<file path="config.mk">
export PLATFORM = sky130hd
export DESIGN_NAME = fpu_mul_arbiter
export DESIGN_NICKNAME = d
export VERILOG_FILES = /design/src/rtl/fpu_pkg.sv /design/src/rtl/fpu_rr_arbiter.sv /design/src/rtl/fpu_mul_arbiter.sv
export SDC_FILE = /design/constraint.sdc
export NUM_CORES = 1
export LEC_CHECK = 0
export BUFFER_PORTS_ARGS = -buffer_cell sky130_fd_sc_hd__buf_2
export CORE_ASPECT_RATIO = 1.1
export CORE_UTILIZATION = 46
export CTS_BUF_LIST = sky130_fd_sc_hd__clkbuf_4
export CTS_CLUSTER_DIAMETER = 30
export DETAILED_ROUTE_END_ITERATION = 10
export GPL_ROUTABILITY_DRIVEN = 0
export GPL_TIMING_DRIVEN = 0
export HOLD_SLACK_MARGIN = 0.12
export PLACE_DENSITY_LB_ADDON = 0.25
export SETUP_SLACK_MARGIN = 0.02
export SYNTH_ARGS = -nofsm -noshare
export SYNTH_HDL_FRONTEND = slang
export SYNTH_SLANG_ARGS = --single-unit
export TNS_END_PERCENT = 20
</file>
<file path="constraint.sdc">
create_clock -name clkIn -period 5 [get_ports clkIn]
set_input_delay 0.25 -clock clkIn [delete_from_list [all_inputs] [get_ports clkIn]]
set_output_delay 0.25 -clock clkIn [all_outputs]
set_load 0.02 [all_outputs]
</file>
<file path="src/rtl/fpu_pkg.sv">
// -----------------------------------------------------------------------------
// fpu_pkg
// Shared constants for the FPU datapath and its arbiters: default float
// format, multiplier pipeline depth and a helper for requester-id width.
// Imported by floating_point_multiply users and by the FPU arbiters.
// -----------------------------------------------------------------------------
package fpu_pkg;

  localparam int FPU_FRAC_WIDTH  = 24;  // fraction incl. hidden bit
  localparam int FPU_EXP_WIDTH   = 8;
  localparam int FPU_DATA_WIDTH  = FPU_FRAC_WIDTH + FPU_EXP_WIDTH;
  localparam int FPU_MUL_LATENCY = 10;  // multiplier validIn -> validOut

  // Width of a requester id; never narrower than one bit so that a
  // single-requester configuration still has a legal vector.
  function automatic int fpu_id_width(input int num_req);
    return (num_req > 1) ? $clog2(num_req) : 1;
  endfunction

endpackage

</file>
<file path="src/rtl/fpu_rr_arbiter.sv">
// -----------------------------------------------------------------------------
// fpu_rr_arbiter
// Purely combinational round-robin picker. Searches req_i starting at ptr_i
// and wrapping around; the first set request wins.
// Ports:
//   req_i        [NUM_REQ]  request vector
//   ptr_i        [IDW]      highest-priority index this cycle
//   gnt_o        [NUM_REQ]  one-hot-or-zero grant
//   gnt_id_o     [IDW]      index of the winner (0 when none)
//   gnt_valid_o  1          a winner exists
// -----------------------------------------------------------------------------
module fpu_rr_arbiter
  import fpu_pkg::*;
#(
  parameter  int NUM_REQ = 2,
  localparam int IDW     = fpu_id_width(NUM_REQ)
) (
  input  logic [NUM_REQ-1:0] req_i,
  input  logic [IDW-1:0]     ptr_i,
  output logic [NUM_REQ-1:0] gnt_o,
  output logic [IDW-1:0]     gnt_id_o,
  output logic               gnt_valid_o
);

  // Two passes: indices at/above the pointer first, then the wrapped part.
  always_comb begin
    logic found;
    logic hit;
    found       = 1'b0;
    hit         = 1'b0;
    gnt_o       = '0;
    gnt_id_o    = '0;
    for (int i = 0; i < NUM_REQ; i++) begin
      hit      = !found && (i >= int'(ptr_i)) && req_i[i];
      gnt_o[i] = gnt_o[i] | hit;
      gnt_id_o = hit ? IDW'(i) : gnt_id_o;
      found    = found | hit;
    end
    for (int i = 0; i < NUM_REQ; i++) begin
      hit      = !found && (i < int'(ptr_i)) && req_i[i];
      gnt_o[i] = gnt_o[i] | hit;
      gnt_id_o = hit ? IDW'(i) : gnt_id_o;
      found    = found | hit;
    end
    gnt_valid_o = found;
  end

endmodule

</file>
<file path="src/rtl/fpu_mul_arbiter.sv">
// -----------------------------------------------------------------------------
// fpu_mul_arbiter
// Shares one pipelined floating-point multiplier among NUM_REQ requesters.
// A round-robin grant admits at most one operand pair per cycle; a tag pipe
// running beside the multiplier remembers who issued each operation so the
// result can be steered back. Each requester is capped at MAX_OUTSTANDING
// operations in flight.
// Ports:
//   clkIn, rstIn            clock, asynchronous active-high reset
//   reqValidIn/reqReadyOut  per-requester handshake (ready is one-hot-or-zero)
//   reqDataAIn/reqDataBIn   packed operands, requester i at [i*DW +: DW]
//   respValidOut            one-cycle result strobe to the owning requester
//   respDataOut             result, shared by all requesters, held between strobes
//   mulDataAOut/BOut/ValidOut  issue side of the external multiplier
//   mulDataIn/mulValidIn    result side of the external multiplier
//   busyOut                 some requester has an operation in flight
//   errorOut                sticky: multiplier valid disagreed with tag pipe
// -----------------------------------------------------------------------------
module fpu_mul_arbiter
  import fpu_pkg::*;
#(
  parameter  int FRAC_WIDTH      = FPU_FRAC_WIDTH,
  parameter  int EXP_WIDTH       = FPU_EXP_WIDTH,
  parameter  int NUM_REQ         = 2,
  parameter  int MUL_LATENCY     = FPU_MUL_LATENCY,
  parameter  int MAX_OUTSTANDING = 4,
  localparam int DATA_WIDTH      = FRAC_WIDTH + EXP_WIDTH
) (
  input  logic                          clkIn,
  input  logic                          rstIn,
  input  logic [NUM_REQ-1:0]            reqValidIn,
  input  logic [NUM_REQ*DATA_WIDTH-1:0] reqDataAIn,
  input  logic [NUM_REQ*DATA_WIDTH-1:0] reqDataBIn,
  output logic [NUM_REQ-1:0]            reqReadyOut,
  output logic [NUM_REQ-1:0]            respValidOut,
  output logic [DATA_WIDTH-1:0]         respDataOut,
  output logic [DATA_WIDTH-1:0]         mulDataAOut,
  output logic [DATA_WIDTH-1:0]         mulDataBOut,
  output logic                          mulValidOut,
  input  logic [DATA_WIDTH-1:0]         mulDataIn,
  input  logic                          mulValidIn,
  output logic                          busyOut,
  output logic                          errorOut
);

  localparam int IDW = fpu_id_width(NUM_REQ);
  localparam int CW  = $clog2(MAX_OUTSTANDING + 1);

  logic [NUM_REQ-1:0]    elig_s;
  logic [NUM_REQ-1:0]    gnt_s;
  logic [IDW-1:0]        gnt_id_s;
  logic                  gnt_valid_s;
  logic [DATA_WIDTH-1:0] mux_a_s;
  logic [DATA_WIDTH-1:0] mux_b_s;

  logic [IDW-1:0]        rr_ptr_q, rr_ptr_d;
  logic                  mul_valid_q;
  logic [DATA_WIDTH-1:0] mul_a_q, mul_b_q;
  // Stage 0 is loaded together with mulValidOut; the remaining MUL_LATENCY
  // stages mirror the multiplier's own pipe, so stage MUL_LATENCY lines up
  // with mulValidIn.
  logic [MUL_LATENCY:0]  tag_valid_q;
  logic [IDW-1:0]        tag_id_q [0:MUL_LATENCY];
  logic [NUM_REQ-1:0]    resp_valid_q, resp_valid_d;
  logic [DATA_WIDTH-1:0] resp_data_q;
  logic [CW-1:0]         cnt_q [NUM_REQ];
  logic [CW-1:0]         cnt_d [NUM_REQ];
  logic                  busy_q, busy_d;
  logic                  error_q;

  logic                  tag_last_valid_s;
  logic [IDW-1:0]        tag_last_id_s;
  logic                  resp_fire_s;
  logic                  mismatch_s;

  // Eligibility looks only at the registered count: a slot freed this cycle
  // is not reusable until the next one.
  always_comb begin
    elig_s = '0;
    for (int i = 0; i < NUM_REQ; i++) begin
      elig_s[i] = reqValidIn[i] && (cnt_q[i] < CW'(MAX_OUTSTANDING));
    end
  end

  fpu_rr_arbiter #(
    .NUM_REQ (NUM_REQ)
  ) u_rr (
    .req_i       (elig_s),
    .ptr_i       (rr_ptr_q),
    .gnt_o       (gnt_s),
    .gnt_id_o    (gnt_id_s),
    .gnt_valid_o (gnt_valid_s)
  );

  // One-hot AND-OR operand mux driven by the grant vector.
  always_comb begin
    mux_a_s = '0;
    mux_b_s = '0;
    for (int i = 0; i < NUM_REQ; i++) begin
      mux_a_s = mux_a_s | (reqDataAIn[i*DATA_WIDTH +: DATA_WIDTH] & {DATA_WIDTH{gnt_s[i]}});
      mux_b_s = mux_b_s | (reqDataBIn[i*DATA_WIDTH +: DATA_WIDTH] & {DATA_WIDTH{gnt_s[i]}});
    end
  end

  assign tag_last_valid_s = tag_valid_q[MUL_LATENCY];
  assign tag_last_id_s    = tag_id_q[MUL_LATENCY];
  assign resp_fire_s      = mulValidIn && tag_last_valid_s;
  assign mismatch_s       = mulValidIn != tag_last_valid_s;

  // Next round-robin pointer, per-requester counters, response strobe, busy.
  always_comb begin
    logic inc_v;
    logic dec_v;
    inc_v        = 1'b0;
    dec_v        = 1'b0;
    busy_d       = 1'b0;
    resp_valid_d = '0;
    if (gnt_valid_s) begin
      if (int'(gnt_id_s) == NUM_REQ - 1) begin
        rr_ptr_d = '0;
      end else begin
        rr_ptr_d = gnt_id_s + IDW'(1);
      end
    end else begin
      rr_ptr_d = rr_ptr_q;
    end
    for (int i = 0; i < NUM_REQ; i++) begin
      resp_valid_d[i] = resp_fire_s && (tag_last_id_s == IDW'(i));
      inc_v = gnt_s[i];
      dec_v = resp_valid_q[i];
      if (inc_v && !dec_v) begin
        cnt_d[i] = cnt_q[i] + CW'(1);
      end else if (dec_v && !inc_v) begin
        cnt_d[i] = cnt_q[i] - CW'(1);
      end else begin
        cnt_d[i] = cnt_q[i];
      end
      busy_d = busy_d | (cnt_d[i] != '0);
    end
  end

  // Issue stage and tag pipe: shifts every cycle, never stalls.
  always_ff @(posedge clkIn or posedge rstIn) begin
    if (rstIn) begin
      rr_ptr_q    <= '0;
      mul_valid_q <= 1'b0;
      mul_a_q     <= '0;
      mul_b_q     <= '0;
      tag_valid_q <= '0;
      for (int k = 0; k <= MUL_LATENCY; k++) begin
        tag_id_q[k] <= '0;
      end
    end else begin
      rr_ptr_q    <= rr_ptr_d;
      mul_valid_q <= gnt_valid_s;
      if (gnt_valid_s) begin
        mul_a_q <= mux_a_s;
        mul_b_q <= mux_b_s;
      end
      tag_valid_q <= {tag_valid_q[MUL_LATENCY-1:0], gnt_valid_s};
      tag_id_q[0] <= gnt_id_s;
      for (int k = 1; k <= MUL_LATENCY; k++) begin
        tag_id_q[k] <= tag_id_q[k-1];
      end
    end
  end

  // Return path, outstanding counters, busy and the sticky error flag.
  always_ff @(posedge clkIn or posedge rstIn) begin
    if (rstIn) begin
      resp_valid_q <= '0;
      resp_data_q  <= '0;
      busy_q       <= 1'b0;
      error_q      <= 1'b0;
      for (int i = 0; i < NUM_REQ; i++) begin
        cnt_q[i] <= '0;
      end
    end else begin
      resp_valid_q <= resp_valid_d;
      if (resp_fire_s) begin
        resp_data_q <= mulDataIn;
      end
      cnt_q  <= cnt_d;
      busy_q <= busy_d;
      if (mismatch_s) begin
        error_q <= 1'b1;
      end
    end
  end

  assign reqReadyOut  = gnt_s;
  assign respValidOut = resp_valid_q;
  assign respDataOut  = resp_data_q;
  assign mulDataAOut  = mul_a_q;
  assign mulDataBOut  = mul_b_q;
  assign mulValidOut  = mul_valid_q;
  assign busyOut      = busy_q;
  assign errorOut     = error_q;

endmodule

</file>
# After elaboration in Yosys (flattened, before gate mapping)

Cells that the tools add are included.

Register bits after elaboration: 130
Bits of input ports: 165
Output and inout bits: 103
Logic and storage cells: 71

Add/sub/neg operators: 5
Order comparisons: 4
Equal/unequal tests: 1
Mux-type cells: 7
Bitwise logic cells: 11
Reductions and logical operators: 21

Operators with widths:

| cell                  | count |
|---|---|
| $and A32 B32 Y32      | 4 |
| $or A32 B32 Y32       | 2 |
| $logic_and A1 B1 Y1   | 13 |
| $mux W3               | 4 |
| $add A3 B1 Y3 const B | 2 |
| $logic_not A1 Y1      | 6 |
| $lt A3 B3 Y1 const B  | 2 |
| $reduce_bool A3 Y1    | 2 |
| $sub A3 B1 Y3 const B | 2 |
| $or A1 B1 Y1          | 4 |
| $mux W1               | 3 |
| $add A1 B1 Y1 const B | 1 |
| $ge A1 B1 Y1 const A  | 1 |
| $lt A1 B1 Y1 const A  | 1 |
| $ne A1 B1 Y1          | 1 |
| $not A1 Y1            | 1 |

# Depth between registers and ports, before layout

Gate-level depths: netlist of the first run.

Word-level depth: 16
Gate-level depth with buffers: 7
Depth with buffers taken out: 7

# Cells and area by module

Synthesis of the first run repeated with hierarchy kept, for this count alone.

Cells, all modules: 443
Area total of the unflattened synthesis: 5574.1 µm²

By module, submodules not included:

| module          | times used | cells an instance | area each (µm²) | seq. area each (µm²) |
|---|---|---|---|---|
| fpu_mul_arbiter | 1          | 438               | 5541.6          | 3228.1 |
| fpu_rr_arbiter  | 1          | 5                 | 32.5            | 0.0 |

# Worst setup path after synthesis of the first run

OpenSTA, ideal clock, no wires.

Path type: flip-flop to flip-flop
Start point: register cnt_q[5] in the netlist's numbering
End point: register busy_q (netlist: busyOut)
Setup time: 0.139 ns
Arrival: 1.934 ns
Setup slack: 2.927 ns
Cell stages (with the launch flop): 7
Path buffers: 0
Period minus slack after synthesis: 2.073 ns
Cells stage by stage: dfrtp_1 > or3b_1 > nand2_1 > inv_1 > xnor2_1 > or3_1 > or4_1

RTL lines:

| element                  | RTL line               | text |
|---|---|---|
| start: declaration       | fpu_mul_arbiter.sv:66  | `logic [CW-1:0] cnt_q [NUM_REQ];` |
| start signal: assignment | fpu_mul_arbiter.sv:183 | `cnt_q <= cnt_d;` |
| end signal: assignment   | fpu_mul_arbiter.sv:184 | `busy_q <= busy_d;` |
| end: declaration         | fpu_mul_arbiter.sv:68  | `logic busy_q, busy_d;` |

# Worst setup path after layout of the first run

Start point: register cnt_q[5] in the netlist's numbering
End point: register mul_a_q[3] (netlist: mulDataAOut[3])

Cells in the longest elaborated chain, start to end: 12

RTL lines:

| element                          | RTL line               | text |
|---|---|---|
| $lt A3 B3 Y1 (*)                 | fpu_mul_arbiter.sv:81  | `elig_s[i] = reqValidIn[i] && (cnt_q[i] < CW'(MAX_OUTSTANDING));` |
| $logic_and A1 B1 Y1 (*)          | fpu_mul_arbiter.sv:81  |  |
| $logic_and A1 B1 Y1              | fpu_rr_arbiter.sv:34   | `hit = !found && (i >= int'(ptr_i)) && req_i[i];` |
| $logic_not A1 Y1                 | fpu_rr_arbiter.sv:34   |  |
| $logic_and A1 B1 Y1              | fpu_rr_arbiter.sv:34   |  |
| $or A1 B1 Y1                     | fpu_rr_arbiter.sv:37   | `found = found \| hit;` |
| $logic_not A1 Y1                 | fpu_rr_arbiter.sv:40   | `hit = !found && (i < int'(ptr_i)) && req_i[i];` |
| $logic_and A1 B1 Y1 (2 in a row) | fpu_rr_arbiter.sv:40   |  |
| $or A1 B1 Y1                     | fpu_rr_arbiter.sv:41   | `gnt_o[i] = gnt_o[i] \| hit;` |
| $and A32 B32 Y32                 | fpu_mul_arbiter.sv:100 | `mux_a_s = mux_a_s \| (reqDataAIn[i*DATA_WIDTH +: DATA_WIDTH] & {DATA_WIDTH{gnt_s[i]}});` |
| $or A32 B32 Y32                  | fpu_mul_arbiter.sv:100 |  |
| end signal: assignment           | fpu_mul_arbiter.sv:157 | `mul_a_q <= mux_a_s;` |
| end: declaration                 | fpu_mul_arbiter.sv:58  | `logic [DATA_WIDTH-1:0] mul_a_q, mul_b_q;` |

Every way passes the cells marked *; elsewhere a longest branch is shown, timed or not.
A chain may end at the register's enable or synchronous reset.

==> run metrics, run 1 <==
maxcap violations 0; design area 8420 um^2; Cell Area, Placed 6460 um^2; period utilisation layout 57.1%; Crit path top cell by count nor2_1; Post-CTS Setup Bufs 0; Synth Cell Area 4910 um^2; CTS max path bufs 2; overall routing resource usage 33.6%; Worst setup EP type flip-flop; clock buffer count from CTS 17; post-synthesis cell type count 28; n_diodes 0; CP Data Required Time 5.47 ns; P per Cell Area 577 nW/um^2; vias in the first global route 5673; # clock sinks 129; Synthesis Warnings 0; I/O pin count 268; GRT Residual Overflow 0; core region area 10400 um^2; leakage 4.02 nW; WL final 18800 um; Final ANT Viol Nets 0; Final nets 1046; wire per inst 18.2 um; number of I/O port buffers 267; Clock power frac 16.5%; starting density of the core 47.2%; worst reg-to-reg path cell count 7; clk_lat worst skew 0.54 ns; # rows 39; die footprint 11100 um^2; run status finished clean; Max IR drop VDD 0.388 mV; CTS tree yes; vias after detailed routing 5518; vias per inst 5.35; Setup Skew 0.0242 ns; final hold vios 0; setup_tns 0 ns; H-tree Lvls 4; die height 110 um; max frequency 350 MHz; r2r setup slk 2.14 ns; Crit path largest cell delay 0.59 ns; Sw Ratio 38.8%; final setup vio count 0; post-CTS resize count 0; max-slew violation total from the final report 0; share of cells above drive strength 1 38.0%; crit path time final 2.86 ns; max_slew headroom 60.3%; DRT iter0 DRCs 307; Sequential Power Share 35.9%; CP arrival 3.33 ns; unrepaired setup endpoints after global routing false; GR peak layer met2; Fillers 540; Global Route met3 Usage 11.2%; antenna violations before repair 1; Worst path top cell family by delay buffers and inverters; Buf/Inv on CP 3; Worst Max-Slew Pin Slew 0.595 ns; hold_buf cts 164; multi-input combinational cell area 1560 um^2; sw power 1.89 mW; Die X 101 um; DR DRC count 0; critical path's slowest cell dlygate4sd3_1; peak fanout along the critical path 10; CTS clk-pin slew, worst paths 0.12 ns; post-synthesis register bit count 129; Synth-to-Final Area Change 71.5%; syn nets 595; synthesized instance count 425; Hold Path Class in -> async; Worst R2R Start cnt_q[5]; Root Driver clkbuf_4; Initial DRT Pass Iterations 5; Comb pwr share 47.6%; Avg Inst Size Synth 11.6 um^2; first-pass GRT wire length 27600 um; met2 usage 58.3%; HPWL Detailed 9990 um; Internal Dissipation 2.97 mW; reg2reg end mulDataAOut[3]; CP Launch Type flip-flop; crit-path cells or3b_1 -> nand2_1 -> clkbuf_1 -> buf_1 -> nor2_1 -> nor2_1 -> dlygate4sd3_1; Setup CP Type reg -> reg; Sequential Area 3230 um^2; met1 Usage GRT 35.0%; sequential element share of the synthesized area 65.7%; largest net degree at the start of global routing 69
[cells in the final DEF, fill, tap and decap left out, drive strengths merged, types with 2 or more instances in the layout]
| cell | count |
|---|---|
| a21oi | 3 |
| nand2 | 4 |
| buf | 283 |
| nor2b | 3 |
| dlygate4sd3 | 164 |
| bufinv | 4 |
| clkinv | 5 |
| or2 | 2 |
| nor2 | 128 |
| dfrtp | 129 |
| inv | 12 |
| clkbuf | 28 |
| o22ai | 64 |
| xnor2 | 4 |
| mux2 | 35 |
| mux2i | 2 |
| ha | 5 |
| clkinvlp | 2 |
[metal layers]
metal	share of wire, %	wire length (um)
met5	0.059	11
met3	9.4	1770
met4	5.2	978
met2	51	9610
met1	34	6400
[synth_stat cells (all sizes together)]
| cell type | n | area share, % |
|---|---|---|
| ha | 5 | 1.3 |
| and2b | 1 | 0.15 |
| nand2 | 4 | 0.36 |
| o22ai | 64 | 8.2 |
| inv | 9 | 0.69 |
| o31ai | 1 | 0.15 |
| o21ai | 1 | 0.10 |
| a21oi | 3 | 0.31 |
| xnor2 | 4 | 0.71 |
| or3 | 1 | 0.13 |
| nor2 | 128 | 9.8 |
| dfrtp | 129 | 66 |
| nand3b | 1 | 0.41 |
| clkbuf | 10 | 0.76 |
| and2 | 1 | 0.13 |
| a211oi | 1 | 0.15 |
| a31oi | 1 | 0.13 |
| or3b | 1 | 0.18 |
| buf | 15 | 1.1 |
| nor2b | 3 | 0.38 |
| mux2 | 35 | 8.0 |
| o21a | 1 | 0.15 |
| mux2i | 2 | 0.41 |
| or2 | 2 | 0.25 |
| or4 | 1 | 0.15 |
| a32oi | 1 | 0.18 |
[state kept, by name (all words and copies together) (netlist names)]
register and cells:
respDataOut 32, cnt_q 6, tag_last_id_s 1, respValidOut 2
busyOut 1, errorOut 1, rr_ptr_q 1, tag_valid_q 11
mulDataBOut 32, tag_id_q 10, mulDataAOut 32
[cell families after synthesis]
kind of cell,count (synthesis),synth area share (%)
buf+inv,34,2.60
simple gates,143,11.9
flops,129,65.7
compound gates,73,9.32
xor+xnor,4,0.713
mux,37,8.43
fa+ha+maj,5,1.27
[tightest hold or removal path, stage by stage]
cell	delay (ns)
dlygate4sd3_1	0.55
buf_2	0.15
inv_6	0.40
[power by group through the flow]
stage               Clock, mW  Sequential (mW)  Combinational [mW]
detailed placement          0             1.72                1.74
CTS                     0.820             1.70                2.19
global route            0.864             1.78                2.46
global placement            0             1.69                1.70
finish                  0.803             1.74                2.31
floorplan                   0             2.18               0.641
[through the flow]
stage               worst slack (ns)  cells  total power, mW  hold WS [ns]  util, %
floorplan                       1.31    425             2.82         0.331        -
global placement              0.0658    835             3.39         0.334     61.8
detailed placement              2.81    836             3.46         0.335     62.1
CTS                             2.25   1032             4.71         0.299     81.0
global route                    2.06   1032             5.10         0.356     81.0
finish                          2.14   1032             4.86         0.351     81.0
[worst max path at each step]
stage	start	end	slack, ns	depth (start not counted)
6_report	cnt_q[5]	mulDataAOut[3]	2.14	7
5_1_grt	cnt_q[5]	mulDataAOut[3]	2.06	7
4_1_cts	cnt_q[5]	mulDataAOut[1]	2.25	7
3_5_place_dp	cnt_q[5]	mulDataAOut[1]	2.81	6
3_3_place_gp	rstIn	mulDataAOut[17]	0.07	2
2_1_floorplan	rstIn	busyOut	1.31	1
[layout make-up]
| type | instances | share of cell area (%) |
|---|---|---|
| timing repair buffer | 432 | 35.7 |
| buffer | 25 | 1.11 |
| multi-input combinational | 262 | 18.5 |
| sequential | 129 | 38.3 |
| clock buffer | 18 | 1.60 |
| clock inverter | 14 | 2.21 |
| inverter | 9 | 0.461 |
| tap | 143 | 2.12 |
Power figures use the tool's default switching activity.
==> run 2, diff against run 1 <==
--- a/config.mk
+++ b/config.mk
@@ -7,7 +7,7 @@
 export LEC_CHECK = 0
 export BUFFER_PORTS_ARGS = -buffer_cell sky130_fd_sc_hd__buf_2
 export CORE_ASPECT_RATIO = 1.1
-export CORE_UTILIZATION = 46
+export CORE_UTILIZATION = 42
 export CTS_BUF_LIST = sky130_fd_sc_hd__clkbuf_4
 export CTS_CLUSTER_DIAMETER = 30
 export DETAILED_ROUTE_END_ITERATION = 10
==> constraint.sdc (replaced) <==
create_clock -name clkIn -period 2.3 [get_ports clkIn]
set_input_delay 0.115 -clock clkIn [delete_from_list [all_inputs] [get_ports clkIn]]
set_output_delay 0.115 -clock clkIn [all_outputs]
set_load 0.02 [all_outputs]
==> run metrics, run 2 (synthesis results as in run 1) <==
run status finished clean; Hold Path Class in -> reg; die height 115 um (+4.6%); Cells after DPL 845 (+1.1%); CTS max path bufs 2 (unchanged); Sw Ratio 40.8% (+2.0 points); vias after detailed routing 5245 (-4.9%); sw power 3.85 mW (+100%); die footprint 12100 um^2 (+9.3%); Final Non-Filler Cells 1042 (+0.97%); DR DRC count 0 (unchanged); HPWL Detailed 9820 um (-1.7%); leakage 4.07 nW (+1.2%); first-pass GRT wire length 26700 um (-3.4%); design area 8440 um^2 (+0.16%); Clock power frac 16.3% (-0.2 points); CTS clk-pin slew, worst paths 0.13 ns (about the same); multi-input combinational cell area 1560 um^2 (unchanged); CP Launch Type flip-flop; hold slack 0.338 ns (-0.0129 ns); crit path time final 2.11 ns (-0.748 ns); max-slew violation total from the final report 0 (unchanged); number of I/O port buffers 267 (unchanged); Setup CP Type reg -> reg; worst setup margin 0.191 ns (-1.95 ns); antenna violations before repair 0 (-1); Min-Delay Path Depth 4; Max IR drop VDD 0.640 mV (+65%); CTS tree yes; GRT Residual Overflow 0 (unchanged); Die X 105 um (+4.6%); final setup vio count 0 (unchanged); peak fanout along the critical path 5 (-5); # rows 41 (+5.1%); largest net degree at the start of global routing 45 (-35%); Final nets 1049 (+0.29%); vias in the first global route 5383 (-5.1%); Post-CTS Setup Bufs 0 (unchanged); share of cells above drive strength 1 38.6% (+0.54 points); P per Cell Area 1120 nW/um^2 (+94%); period utilisation layout 91.7% (+35 points); max_slew headroom 57.1% (-3.3 points); max frequency 474 MHz (+35%); vias per inst 5.03 (-5.9%); Sequential Power Share 39.8% (+3.9 points); DRT iter0 DRCs 378 (+23%); Root Driver clkbuf_4; Core Util, Final 73.7% (-7.3 points); worst reg-to-reg path cell count 6 (-1); overall routing resource usage 28.8% (-4.8 points); wire per inst 16.6 um (-8.9%); commonest cells after routing, fill and taps aside buf_2, dlygate4sd3_1, dfrtp_1, nor2_1, o22ai_1; Cell Area, Placed 6500 um^2 (+0.62%); Initial DRT Pass Iterations 4 (-1); # clock sinks 129 (unchanged); starting density of the core 42.9% (-4.3 points); CP arrival 2.51 ns (-0.82 ns); Worst setup EP type flip-flop; Setup Skew 0.0194 ns (-0.00478 ns); I/O pin count 268 (unchanged); final hold vios 0 (unchanged); H-tree Lvls 4 (unchanged); Worst Max-Slew Pin Slew 0.644 ns (+0.0494 ns); CP Data Required Time 2.70 ns (-2.77 ns); Synth-to-Final Area Change 71.8%; n_diodes 0 (unchanged); commonest non-fill, non-tap cell in the layout buf_2; Comb pwr share 43.9% (-3.7 points); clk_lat worst skew 0.52 ns (-0.02 ns); unrepaired setup endpoints after global routing true; WL final 17300 um (-8.0%); Sequential Area 3230 um^2 (unchanged); Internal Dissipation 5.58 mW (+88%); Final ANT Viol Nets 0 (unchanged); pre-CTS setup slack 0.144 ns (-2.66 ns); maxcap violations 0 (unchanged); Fillers 711 (+32%); clock buffer count from CTS 17 (unchanged); core region area 11400 um^2 (+10%)
-- run 2: what timing repair did --
| action | in CTS | in global routing |
|---|---|---|
| endpoints found under the hold margin | 187 | 0 |
| gates resized for setup | 0 | 4 |
| setup endpoints to repair | 0 | 60 |
| hold buffers | 166 | 0 |
-- run 2: through the flow --
step | power [mW] | TNS [ns]
final | 9.42 | 0
after global routing | 9.95 | 0
after CTS | 9.29 | 0
after detailed placement | 7.53 | 0
after global placement | 7.38 | -17.33
after floorplan | 6.13 | 0
-- run 2: power groups by stage --
stage,combinational [mW],clock (mW),sequential (mW)
2_1_floorplan,1.39,0,4.73
3_3_place_gp,3.69,0,3.69
3_5_place_dp,3.79,0,3.74
4_1_cts,4.02,1.57,3.71
5_1_grt,4.43,1.66,3.85
6_report,4.14,1.53,3.75
-- run 2: final cells by class --
type / count / area share [%]
Timing Repair Buffer: 436 / 36.3
Buffer: 24 / 1.10
Multi-Input combinational cell: 262 / 18.4
Inverter: 9 / 0.445
Clock buffer: 18 / 1.60
Sequential cell: 129 / 38.3
Tap cell: 150 / 2.22
Clock inverter: 14 / 1.68
-- run 2: worst paths after layout --
check                                    start              end  slack (ns)
worst max-delay path                  cnt_q[5]          busyOut        0.19
worst min-delay path            reqDataAIn[51]  mulDataAOut[19]        0.34
worst max register to register        cnt_q[5]          busyOut        0.19
worst min register to register     tag_id_q[7]      tag_id_q[6]        0.35
max in group asynchronous                rstIn  mulDataAOut[21]        0.70
min in group asynchronous                rstIn  mulDataBOut[12]        0.77
-- run 2: critical path, cell delays in order, from the launching register on --
cell and delay, ns:
dfrtp_1 0.43, or3b_1 0.44, nand2_1 0.15, inv_1 0.10, xnor2_1 0.15, or3_1 0.34
or4_1 0.40
-- run 2: layer usage --
metal	up-vias	global-route usage, %	share of wire (%)
met3	46	8.61	8.0
met5	-	0	0
met2	312	50.9	51
met4	0	12.2	2.6
li1	2378	-	-
met1	2509	32.7	38
==> run 3, diff against run 2 <==
--- a/config.mk
+++ b/config.mk
@@ -6,7 +6,6 @@
 export NUM_CORES = 1
 export LEC_CHECK = 0
 export BUFFER_PORTS_ARGS = -buffer_cell sky130_fd_sc_hd__buf_2
-export CORE_ASPECT_RATIO = 1.1
 export CORE_UTILIZATION = 42
 export CTS_BUF_LIST = sky130_fd_sc_hd__clkbuf_4
 export CTS_CLUSTER_DIAMETER = 30
==> run metrics, run 3 (synthesis results as in run 1) <==
GRT Residual Overflow 0 (unchanged); Cell Area, Placed 6490 um^2 (-0.13%); first-pass GRT wire length 26200 um (-1.8%); Worst R2R Start cnt_q[5]; share of cells above drive strength 1 38.5% (-0.069 points); die footprint 12100 um^2 (about the same); Final ANT Viol Nets 0 (unchanged); number of I/O port buffers 267 (unchanged); clock buffer count from CTS 17 (unchanged); Post-CTS Setup Bufs 0 (unchanged); leakage 4.06 nW (-0.12%); setup_tns 0 ns (unchanged); commonest cells after routing, fill and taps aside buf_2, dlygate4sd3_1, dfrtp_1, nor2_1, o22ai_1; Final nets 1048 (-0.095%); P per Cell Area 1110 nW/um^2 (-0.84%); max-slew violation total from the final report 0 (unchanged); CTS tree yes; overall routing resource usage 29.0% (+0.22 points); starting density of the core 43.0% (+0.080 points); H-tree Lvls 4 (unchanged); # rows 39 (-4.9%); die height 110 um (-4.6%); HPWL Detailed 9860 um (+0.42%); maxcap violations 0 (unchanged); CP Launch Type flip-flop; max frequency 463 MHz (-2.4%); vias after detailed routing 5273 (+0.53%); DRT iter0 DRCs 348 (-7.9%); Setup Skew 0.0272 ns (+0.00777 ns); wire per inst 17.0 um (+2.9%); Crit path largest cell delay 0.44 ns (about the same); DR DRC count 0 (unchanged); Max IR drop VDD 0.697 mV (+8.9%); Synth-to-Final Area Change 71.0%; Die X 110 um (+4.8%); reg2reg end busyOut; worst reg-to-reg path cell count 6 (unchanged); max_slew headroom 53.9% (-3.2 points); commonest non-fill, non-tap cell in the layout buf_2; CP arrival 2.57 ns (+0.06 ns); Hold Path Class in -> async; period utilisation layout 93.9% (+2.2 points); # clock sinks 129 (unchanged); CTS max path bufs 2 (unchanged); core region area 11400 um^2 (-0.19%); Worst setup EP type flip-flop; design area 8400 um^2 (-0.46%); I/O pin count 268 (unchanged); crit-path cells or3b_1 -> nand2_1 -> inv_1 -> xnor2_1 -> or3_1 -> or4_1; Worst path top cell family by delay simple AND/OR/NAND/NOR gates; clk_lat worst skew 0.52 ns (about the same); r2r setup slk 0.14 ns (-0.05 ns); Fillers 715 (+0.56%); Initial DRT Pass Iterations 6 (+2); Buf/Inv on CP 1 (unchanged); Final Power 9.30 mW (-1.3%); peak fanout along the critical path 5 (unchanged); Setup CP Type reg -> reg; largest net degree at the start of global routing 40 (-11%); critical path's slowest cell dfrtp_1; unrepaired setup endpoints after global routing false; antenna violations before repair 0 (unchanged); vias per inst 5.09 (+1.2%); Root Driver clkbuf_4; crit path time final 2.16 ns (+0.0513 ns); WL final 17600 um (+2.2%); run status finished clean; Worst Max-Slew Pin Slew 0.692 ns (+0.0480 ns); vias in the first global route 5467 (+1.6%); CTS clk-pin slew, worst paths 0.13 ns (about the same); final hold vios 0 (unchanged); CP Data Required Time 2.70 ns (about the same); final setup vio count 0 (unchanged)
-- run 3: cell types whose count changed in the layout (fill, tap and decap cells not counted) --
cell           change
clkinv_4           +3
clkinvlp_4         -3
buf_1              -2
clkinv_1           +2
bufinv_16          -1
clkbuf_1           +1
clkbuf_2           +1
clkinv_2           -1
diode_2            +1
dlygate4sd3_1      -1
-- run 3: how the worst max path moves through the flow --
| stage | cells after the start | slack (ns) | end | from |
|---|---|---|---|---|
| detailed placement | 6 | 0.08 | mulDataBOut[12] | cnt_q[5] |
| global placement | 2 | -0.15 | mulDataAOut[18] | rstIn |
| global route | 6 | 0.04 | busyOut | cnt_q[5] |
| finish | 6 | 0.14 | busyOut | cnt_q[5] |
| CTS | 6 | 0.05 | mulDataBOut[12] | cnt_q[5] |
| floorplan | 6 | 0.23 | busyOut | cnt_q[5] |
-- run 3: stage by stage --
step | hold slack [ns] | setup WS [ns] | util, % | std cells
4_1_cts | 0.174 | 0.0485 | 73.5 | 1035
3_5_place_dp | 0.211 | 0.0818 | 56.8 | 838
5_1_grt | 0.197 | 0.0391 | 73.5 | 1034
2_1_floorplan | 0.245 | 0.227 | - | 425
6_report | 0.205 | 0.139 | 73.5 | 1035
3_3_place_gp | 0.331 | -0.152 | 56.3 | 835
-- run 3: layout make-up --
type / count / area, um^2 / share of cell area [%]
inverters: 9 / 37.5 / 0.447
clock inverters: 14 / 118 / 1.40
flip-flops and latches: 129 / 3230 / 38.4
diodes: 1 / 2.50 / 0.0298
clock buffers: 18 / 135 / 1.61
plain buffers: 24 / 93.8 / 1.12
repair buffers: 435 / 3050 / 36.3
well taps: 143 / 179 / 2.13
multi-input cells: 262 / 1560 / 18.5
-- run 3: worst register-to-register path: stages (launching register included) --
cell	delay [ns]
dfrtp_1	0.44
or3b_1	0.43
nand2_1	0.16
inv_1	0.12
xnor2_1	0.15
or3_1	0.33
or4_1	0.41
-- run 3: layer usage --
layer	global-route usage [%]	wire (um)
met3	9.35	1540
met2	49.6	8770
met5	0	0
met1	32.3	6610
met4	14.8	724
-- run 3: where the power goes --
| part | internal [mW] | total [mW] | switching (mW) |
|---|---|---|---|
| registers | 3.21 | 3.76 | 0.547 |
| clock network | 0.541 | 1.41 | 0.866 |
| logic | 1.72 | 4.14 | 2.42 |
-- run 3: timing repair --
| action | 4_1_cts | 5_1_grt |
|---|---|---|
| hold endpoints to repair | 192 | 0 |
| endpoints found under the setup margin | 0 | 60 |
| resized for setup | 0 | 4 |
| hold buffers | 165 | 0 |
